## src/rtl/byte2_pkt_packer.sv

```systemverilog
// byte2_pkt_packer: packs 1-/2-slot packets into 16x16-bit words, out_valid 1 cycle after the closing accept.
// in_ready drops while a closed word waits (FULL) or a 2-slot packet cannot fit; idle auto-flush under BYTE2_PKR_TIMEOUT_EN.
module byte2_pkt_packer #(
  parameter int TIMEOUT = 8
) (
  input  logic         clk,
  input  logic         rst_n,
  input  logic         in_valid,
  output logic         in_ready,
  input  logic         in_len,
  input  logic [29:0]  in_data,
  input  logic         flush,
  output logic         out_valid,
  input  logic         out_ready,
  output logic [255:0] out_data,
  output logic [15:0]  out_start,
  output logic [4:0]   out_slots
);

  typedef enum logic {FILL, FULL} state_t;

  state_t         state, state_nxt;
  logic [255:0]   acc_data, word_data;
  logic [15:0]    acc_start, word_start;
  logic [4:0]     p, word_slots;
  logic [3:0]     s0, s1;
  logic           accept, pad_close, out_free, timeout_hit;
  logic           close, load_out, clear_acc;

  if (TIMEOUT < 1) begin : g_bad_timeout
    $error("TIMEOUT must be at least 1");
  end

  assign in_ready  = (state == FILL) && !(in_len && (p == 5'd15));
  assign accept    = in_valid && in_ready;
  assign pad_close = (state == FILL) && in_valid && in_len && (p == 5'd15);
  assign out_free  = !out_valid || out_ready;

`ifdef BYTE2_PKR_TIMEOUT_EN
  localparam int CW = $clog2(TIMEOUT + 1);
  logic [CW-1:0] idle_cnt;

  assign timeout_hit = (state == FILL) && (p != 5'd0) && !accept
                       && (idle_cnt == CW'(TIMEOUT - 1));

  always_ff @(posedge clk or negedge rst_n) begin
    if (!rst_n) begin
      idle_cnt <= '0;
    end else if ((state != FILL) || accept || close || (p == 5'd0)) begin
      idle_cnt <= '0;
    end else begin
      idle_cnt <= idle_cnt + CW'(1);
    end
  end
`else
  assign timeout_hit = 1'b0;
`endif

  // word_* is the accumulator as it stands after this cycle's accept
  always_comb begin
    state_nxt  = state;
    word_data  = acc_data;
    word_start = acc_start;
    word_slots = p;
    close      = 1'b0;
    load_out   = 1'b0;
    clear_acc  = 1'b0;
    s0         = p[3:0];
    s1         = s0 + 4'd1;
    case (state)
      FILL: begin
        if (accept) begin
          if (in_len) begin
            word_data[{s0, 4'h0} +: 16] = {in_data[13:0], 2'b11};
            word_data[{s1, 4'h0} +: 16] = in_data[29:14];
            word_start[s0]              = 1'b1;
            word_slots                  = p + 5'd2;
          end else begin
            word_data[{s0, 4'h0} +: 16] = {in_data[13:0], 2'b01};
            word_slots                  = p + 5'd1;
          end
        end
        close = (word_slots == 5'd16) || (flush && (word_slots != 5'd0))
                || pad_close || timeout_hit;
        if (close) begin
          if (out_free) begin
            load_out  = 1'b1;
            clear_acc = 1'b1;
          end else begin
            state_nxt = FULL;
          end
        end
      end
      FULL: begin
        if (out_free) begin
          load_out  = 1'b1;
          clear_acc = 1'b1;
          state_nxt = FILL;
        end
      end
      default: state_nxt = FILL;
    endcase
  end

  always_ff @(posedge clk or negedge rst_n) begin
    if (!rst_n) begin
      state     <= FILL;
      acc_data  <= '0;
      acc_start <= '0;
      p         <= '0;
    end else begin
      state <= state_nxt;
      if (clear_acc) begin
        acc_data  <= '0;
        acc_start <= '0;
        p         <= '0;
      end else begin
        acc_data  <= word_data;
        acc_start <= word_start;
        p         <= word_slots;
      end
    end
  end

  always_ff @(posedge clk or negedge rst_n) begin
    if (!rst_n) begin
      out_valid <= 1'b0;
      out_data  <= '0;
      out_start <= '0;
      out_slots <= '0;
    end else if (load_out) begin
      out_valid <= 1'b1;
      out_data  <= word_data;
      out_start <= word_start;
      out_slots <= word_slots;
    end else if (out_ready) begin
      out_valid <= 1'b0;
    end
  end

endmodule

```

## config.mk

```make
export PLATFORM = sky130hd
export DESIGN_NAME = byte2_pkt_packer
export DESIGN_NICKNAME = d
export VERILOG_FILES = /design/src/rtl/byte2_pkt_packer.sv
export SDC_FILE = /design/constraint.sdc
export NUM_CORES = 1
export LEC_CHECK = 0
export CORE_ASPECT_RATIO = 0.9
export CORE_MARGIN = 3
export CORE_UTILIZATION = 35
export CTS_CLUSTER_DIAMETER = 150
export DETAILED_ROUTE_END_ITERATION = 7
export DONT_BUFFER_PORTS = 1
export GPL_TIMING_DRIVEN = 0
export SYNTH_ARGS = -nofsm -noshare
export SYNTH_HDL_FRONTEND = slang
export SYNTH_SLANG_ARGS = --single-unit
```

## constraint.sdc

```tcl
create_clock -name clk -period 4.16 [get_ports clk]
set_input_delay 0.832 -clock clk [delete_from_list [all_inputs] [get_ports clk]]
set_output_delay 0.832 -clock clk [all_outputs]
set_load 0.005 [all_outputs]
```

==> results.md, run 1 <==
- Status: finished, violations left
- Failing checks: hold timing, capacitance limit, slew limit
- RSZ-0062 raised after global routing: true
- Placed cell area: 25,800 sq um
- Delay-heaviest family, CP: buffers and inverters
- Initial Util: 35.7%
- Largest net degree at the start of global routing: 557
- Clk_lat worst skew: between 600 and 700 ps
- DRT iter0 DRCs: 2,664
- WHS: -115 ps
- WL per Instance: 29.5 um
- Worst-path maximum fanout: 10
- Nets: 2,758
- Worst R2R Start: p[2]$_DFF_PN0_
- Slew @ Worst Pin: ~1500 ps
- CP Class: reg -> reg
- Die X: 286 um
- Commonest non-fill, non-tap cell in the layout: dfrtp_1
- Crit path buf inv count: 7
- Sequential element share of the synthesized area: 56.4%
- Clock skew: about 27 ps
- H-Tree Depth: 2
- Critical path origin: p[2]$_DFF_PN0_
- Clock Sinks: 556
- Max cap viols: 1
- Total CTS buffers: 58
- Async set or reset register ratio after synthesis: 100%
- EDFF count, synth: 0
- Worst VDD drop: 370 uV
- Final HPWL DP: 77.9 mm
- R2R cell count: 14
- I/O pins: 315
- Final worst slack: between 100 and 150 ps
- Mapped Cells: 2,638
- Normalized max-slew margin: -1.83%
- ANT nets after route: 0
- Core area: 69,100 sq um
- Setup TNS Final: 0 ps
- Top-area cell type share of the netlist area: between 50% and 60%
- Vias in the first global route: ~22k
- YS warnings: 0
- Fin area: 28,200 sq um
- First-pass GRT wire length: about 150 mm
- Syn Nets: 2,685
- Routability cong.: roughly 0.99
- P_leak: between 0.01 and 0.015 uW
- Worst EP arrival: 4540 ps
- Vias: around 22k
- Clk root buf: clkbuf_16
- Layout cells sized above 1: 10.4%
- Critical Path Most Common Cell: clkbuf_4
- Top cell type by total area after synthesis: dfrtp_1
- All-layer global routing usage: 28.8%
- Unique masters post-synth: 69
- FMAX: 0.247 GHz
- CTS clk-pin slew, worst paths: 70 ps
- Hold Fails Final Rpt: 147
- Worst path required time: 4640 ps
- Reg2reg setup slack: 100 ps
- Port bufs: 0
- R2R Path End: out_data[65]$_DFFE_PN0P_
- Seq cells post-synth: 556
- HP Class: in -> async
- Crit path largest cell delay: 400 ps
- DR DRC count: 0
- Synth Flop Type: dfrtp_1
- Min Tclk post-route: just over 4000 ps
- Crit path to: out_data[65]$_DFFE_PN0P_
- Slew Limit Fails: 11
- Most frequent cells in the layout: dfrtp_1, nand2_1, nor2_1
- DIE AREA: 73,700 sq um
- CTS max path bufs: 3
- Final Core Density: between 40% and 50%
- Gr ovfl total: 0
- Critical path depth: 14
- CTS tree: done
- Slowest cell on crit path: dfrtp_1
- Crit path cell chain: clkbuf_4 > buf_4 > buf_6 > and3_1 > ha_1 > buf_2 > nand2_1 > nand2_1 > clkbuf_4 > buf_4 > clkbuf_4 > a21oi_1 > nor2_1 > o31ai_1
- PwrDens: 696 nW/um^2
- Syn Area/Cell: 9.35 sq um
- Vias/cell: 5.96
- Final setup vio count: 0
- Post-route clock period utilization: approximately 100%
- DIE HEIGHT: 258 um
- Routed WL: 109 mm
- Crit. End Element: flop
- Area Overhead vs Synth: 14.5%
- FP Rows: approximately 90
- Ranking of synthesized cells by area: dfrtp_1, nand2_1, nor2_1
- Post-Syn Area: 24,700 sq um
- Initial antenna violation count: 6
- CP Launch Type: flop
- Worst slack at placement: -1650 ps
- First-pass iteration count of the detailed router: 8
==> Yosys cell counts (8+ instances only) <==
| library cell | number |
|---|---|
| dfrtp_1 | 556 |
| nand2_1 | 436 |
| nor2_1 | 387 |
| o21ai_1 | 165 |
| o21ai_0 | 139 |
| clkbuf_1 | 127 |
| a21oi_1 | 115 |
| o22ai_1 | 89 |
| buf_2 | 70 |
| nand3_1 | 58 |
| a221oi_1 | 55 |
| nor3_1 | 34 |
| o22a_1 | 28 |
| buf_4 | 26 |
| and3_1 | 25 |
| nor2b_1 | 23 |
| a22oi_1 | 20 |
| inv_1 | 20 |
| a2bb2oi_1 | 18 |
| nand4_1 | 16 |
| o31ai_1 | 16 |
| a222oi_1 | 15 |
| a22o_1 | 15 |
| and2_1 | 15 |
| a211oi_1 | 14 |
| a21o_1 | 11 |
| ha_1 | 11 |
| o221ai_1 | 10 |
| mux2i_1 | 9 |
| nand2b_1 | 8 |
==> sequential cells by signal, summed over array words and instances (netlist names) <==
signal     count
p              5
out_valid      1
acc_start     16
out_data     256
state          1
out_start     16
out_slots      5
acc_data     256
==> worst min-delay path by stage <==
stage / slack, ps / to
floorplan: 450 / acc_start[0]$_DFF_PN0_
finish: -110 / out_data[173]$_DFFE_PN0P_
detailed placement: 470 / acc_start[4]$_DFF_PN0_
global route: -130 / out_data[173]$_DFFE_PN0P_
global placement: 460 / acc_start[4]$_DFF_PN0_
CTS: -110 / acc_data[161]$_DFF_PN0_
==> logic make-up (layout without fill, tap and decap cells) <==
kind of cell / Yosys count / count (layout) / synth area share, %
fa+ha+maj: 11 / 11 / 0.558
buf+inv: 254 / 372 / 4.71
xor+xnor: 9 / 9 / 0.380
mux: 18 / 18 / 0.776
other cells: 0 / 5 / 0
compound gates: 766 / 766 / 19.8
simple gates: 1024 / 1024 / 17.3
flops: 556 / 556 / 56.4
==> worst reg2reg max path, cell delays in order (launching register included) <==
cell and delay [ps]:
dfrtp_1 400, clkbuf_4 250, buf_4 260, buf_6 220, and3_1 170, ha_1 130
buf_2 230, nand2_1 180, nand2_1 300, clkbuf_4 380, buf_4 340, clkbuf_4 370
a21oi_1 130, nor2_1 390, o31ai_1 130
==> final cells by class <==
| cell class | count | area (sq um) |
|---|---|---|
| Antenna cell | 5 | 12.5 |
| Fill cell | 6909 | 40900 |
| Tap cell | 930 | 1160 |
| Clock buffer | 72 | 1580 |
| Buffer | 232 | 1220 |
| Clock inverter | 33 | 389 |
| Sequential cell | 556 | 13900 |
| Inverter | 21 | 86.3 |
| Multi-Input combinational cell | 1828 | 9740 |
| Timing Repair Buffer | 14 | 118 |
==> metrics by stage <==
stage,power [uW],cells
floorplan,10900,2638
global placement,13700,3568
detailed placement,13800,3568
CTS,19400,3679
global route,20500,3687
finish,19700,3691
==> routing by layer <==
layer / share of wire [%] / vias up / global-route usage [%]
li1: - / 9363 / -
met1: 41 / 11100 / 38.4
met2: 43 / 1221 / 42.8
met3: 11 / 265 / 9.19
met4: 5.3 / 2 / 13.3
met5: 0.021 / - / 0
==> power by group <==
group          switching, uW  leakage [uW]  total, uW  internal [uW]
Combinational           5360       0.00367       7280           1920
Sequential               660       0.00768       6950           6290
Clock                   2330      0.000962       5420           3090
Total                   8350        0.0123      19700          11300
==> timing repair <==
item                                    in CTS  in global routing
hold endpoints to repair                   556                282
buffers inserted                             6                  8
pin swaps                                    1                  2
endpoints found under the setup margin     554                516
resized for setup                           60                 55
Note: power is estimated with default switching activity, not from simulation.
==> run 2: changes to the inputs <==
--- a/config.mk
+++ b/config.mk
@@ -5,6 +5,7 @@
 export SDC_FILE = /design/constraint.sdc
 export NUM_CORES = 1
 export LEC_CHECK = 0
+export ABC_AREA = 0
 export CORE_ASPECT_RATIO = 0.9
 export CORE_MARGIN = 3
 export CORE_UTILIZATION = 35
==> constraint.sdc (replaced) <==
create_clock -name clk -period 3.9 [get_ports clk]
set_input_delay 0.78 -clock clk [delete_from_list [all_inputs] [get_ports clk]]
set_output_delay 0.78 -clock clk [all_outputs]
set_load 0.005 [all_outputs]
==> results.md, run 2 (synthesized netlist as in run 1, its figures left out) <==
- Final setup vio count: 0
- Failing checks: DRC, hold timing, capacitance limit, slew limit
- Clock Sinks: 556
- First-pass iteration count of the detailed router: 8
- Area Overhead vs Synth: 16.6%
- Slew @ Worst Pin: 1590 ps
- Critical Path Most Common Cell: clkbuf_1
- Slew Limit Fails: 22
- Worst VDD drop: 409 uV
- Min Tclk post-route: 3890 ps
- Non-Filler Instances: 3,698
- Worst R2R Start: p[2]$_DFF_PN0_
- HP Class: in -> async
- Status: finished, violations left
- DR DRC count: 4
- Setup TNS Final: 0 ps
- Largest net degree at the start of global routing: 557
- FMAX: 0.257 GHz
- Final Core Density: roughly two fifths
- CTS max path bufs: 3
- Total Power: 21,600 uW
- Initial antenna violation count: 7
- R2R cell count: 10
- Commonest non-fill, non-tap cell in the layout: dfrtp_1
- Post-route clock period utilization: 99.7%
- First-pass GRT wire length: 155 mm
- DIE HEIGHT: roughly 260 um
- H-Tree Depth: 2
- I/O pins: 315
- DIE AREA: approximately 74,000 sq um
- Hold Fails Final Rpt: 121
- CP Launch Type: input pin
- Worst path required time: 3120 ps
- Die X: between 200 and 300 um
- Placed cell area: 25,800 sq um
- Most frequent cells in the layout: dfrtp_1, nand2_1, nor2_1
- Total CTS buffers: 58
- Crit. End Element: output pin
- Clk root buf: clkbuf_16
- PwrDens: between 700 and 800 nW/um^2
- Crit path cell chain: clkbuf_1 > buf_1 > clkbuf_1 > a21oi_1
- DRT iter0 DRCs: 2,785
- CTS clk-pin slew, worst paths: 60 ps
- Clk_lat worst skew: 650 ps
- Routability cong.: about 1
- Crit path buf inv count: 3
- Nets: approximately 2.8k
- Fin area: between 20,000 and 30,000 sq um
- R2R Path End: out_data[254]$_DFFE_PN0P_
- Gr ovfl total: 0
- Core area: about 69,000 sq um
- Placed Cells: 3,568
- Largest registers: acc_data: 256 flops, out_data: 256 flops
- Initial Util: about 36%
- P_leak: 0.0126 uW
- Final HPWL DP: 77.9 mm
- Worst-path maximum fanout: 10
- Routed WL: 110 mm
- Delay-heaviest family, CP: buffers and inverters
- Crit path largest cell delay: 850 ps
- CTS tree: done
- FP Rows: 91
- Reg2reg setup slack: approximately 70 ps
- Vias in the first global route: 21.6k
- Clock skew: 20.8 ps
- Slowest cell on crit path: buf_1
- Worst EP arrival: between 3000 and 4000 ps
- CP Class: in -> out
- Normalized max-slew margin: -6.24%
- WHS: -162 ps
- Max cap viols: 2
- RSZ-0062 raised after global routing: true
- Vias: 22.1k
- WL per Instance: 29.8 um
- All-layer global routing usage: 28.9%
- Vias/cell: 5.97
- ANT nets after route: 0
- Critical path depth: 4
- Port bufs: 0
- Layout cells sized above 1: about an eighth
-- run 2: cell types whose count changed in the layout (fill, tap and decap cells not counted), moves of 7 or more --
cell and delta:
buf_4 -9, buf_2 -16, clkbuf_1 -9, buf_6 +16, clkbuf_4 +7
-- run 2: power breakdown --
part           leakage, uW  internal [uW]  total [uW]  switching, uW
Clock             0.000962           3300        5790           2490
Sequential         0.00768           6710        7420            707
Combinational      0.00391           2510        8430           5920
-- run 2: worst register-to-register path: cells and delay by family, from the launching register on --
family | cells | cell delay (ps)
compound gates | 4 | 1290
xor+xnor | 1 | 420
fa+ha+maj | 1 | 460
buf+inv | 2 | 390
flops | 1 | 420
simple gates | 2 | 700
-- run 2: area by class of cell --
cell class                 count  area, sq um
buffer                       232         1480
inverter                      21         83.8
clock inverter                33          389
timing repair buffer          24          265
sequential                   556        13900
clock buffer                  72         1580
fill                        6877        40300
tap                          930         1160
antenna                        2         5.00
multi-input combinational   1828         9890
-- run 2: how the worst max path moves through the flow --
stage | to | slack [ps] | start
after floorplan | out_data[115]$_DFFE_PN0P_ | 490 | p[0]$_DFF_PN0_
after global placement | out_data[160]$_DFFE_PN0P_ | -1890 | p[2]$_DFF_PN0_
after detailed placement | out_data[160]$_DFFE_PN0P_ | -1910 | p[2]$_DFF_PN0_
after CTS | out_data[229]$_DFFE_PN0P_ | -40 | p[0]$_DFF_PN0_
after global routing | out_data[158]$_DFFE_PN0P_ | -70 | p[0]$_DFF_PN0_
final | in_ready | 10 | in_len
-- run 2: metrics by stage --
step | setup slack [ps] | hold WS, ps
2_1_floorplan | 490 | 446
3_3_place_gp | -1890 | 463
3_5_place_dp | -1910 | 470
4_1_cts | -35.3 | -166
5_1_grt | -73.8 | -179
6_report | 10.3 | -162
-- run 2: layer usage --
| layer | vias up | wire [um] | global-route usage, % |
|---|---|---|---|
| li1 | 9392 | - | - |
| met1 | 11100 | 44600 | 38.5 |
| met2 | 1250 | 47900 | 43.1 |
| met3 | 271 | 12300 | 9.25 |
| met4 | 6 | 5210 | 12.9 |
| met5 | - | 57 | 0 |
-- run 2: timing repair --
action / 4_1_cts / 5_1_grt
endpoints found under the setup margin: 555 / 549
gates resized for setup: 99 / 130
cloned: 1 / 3
buffers inserted: 14 / 6
hold endpoints to repair: 556 / 556
pin swaps: 4 / 5
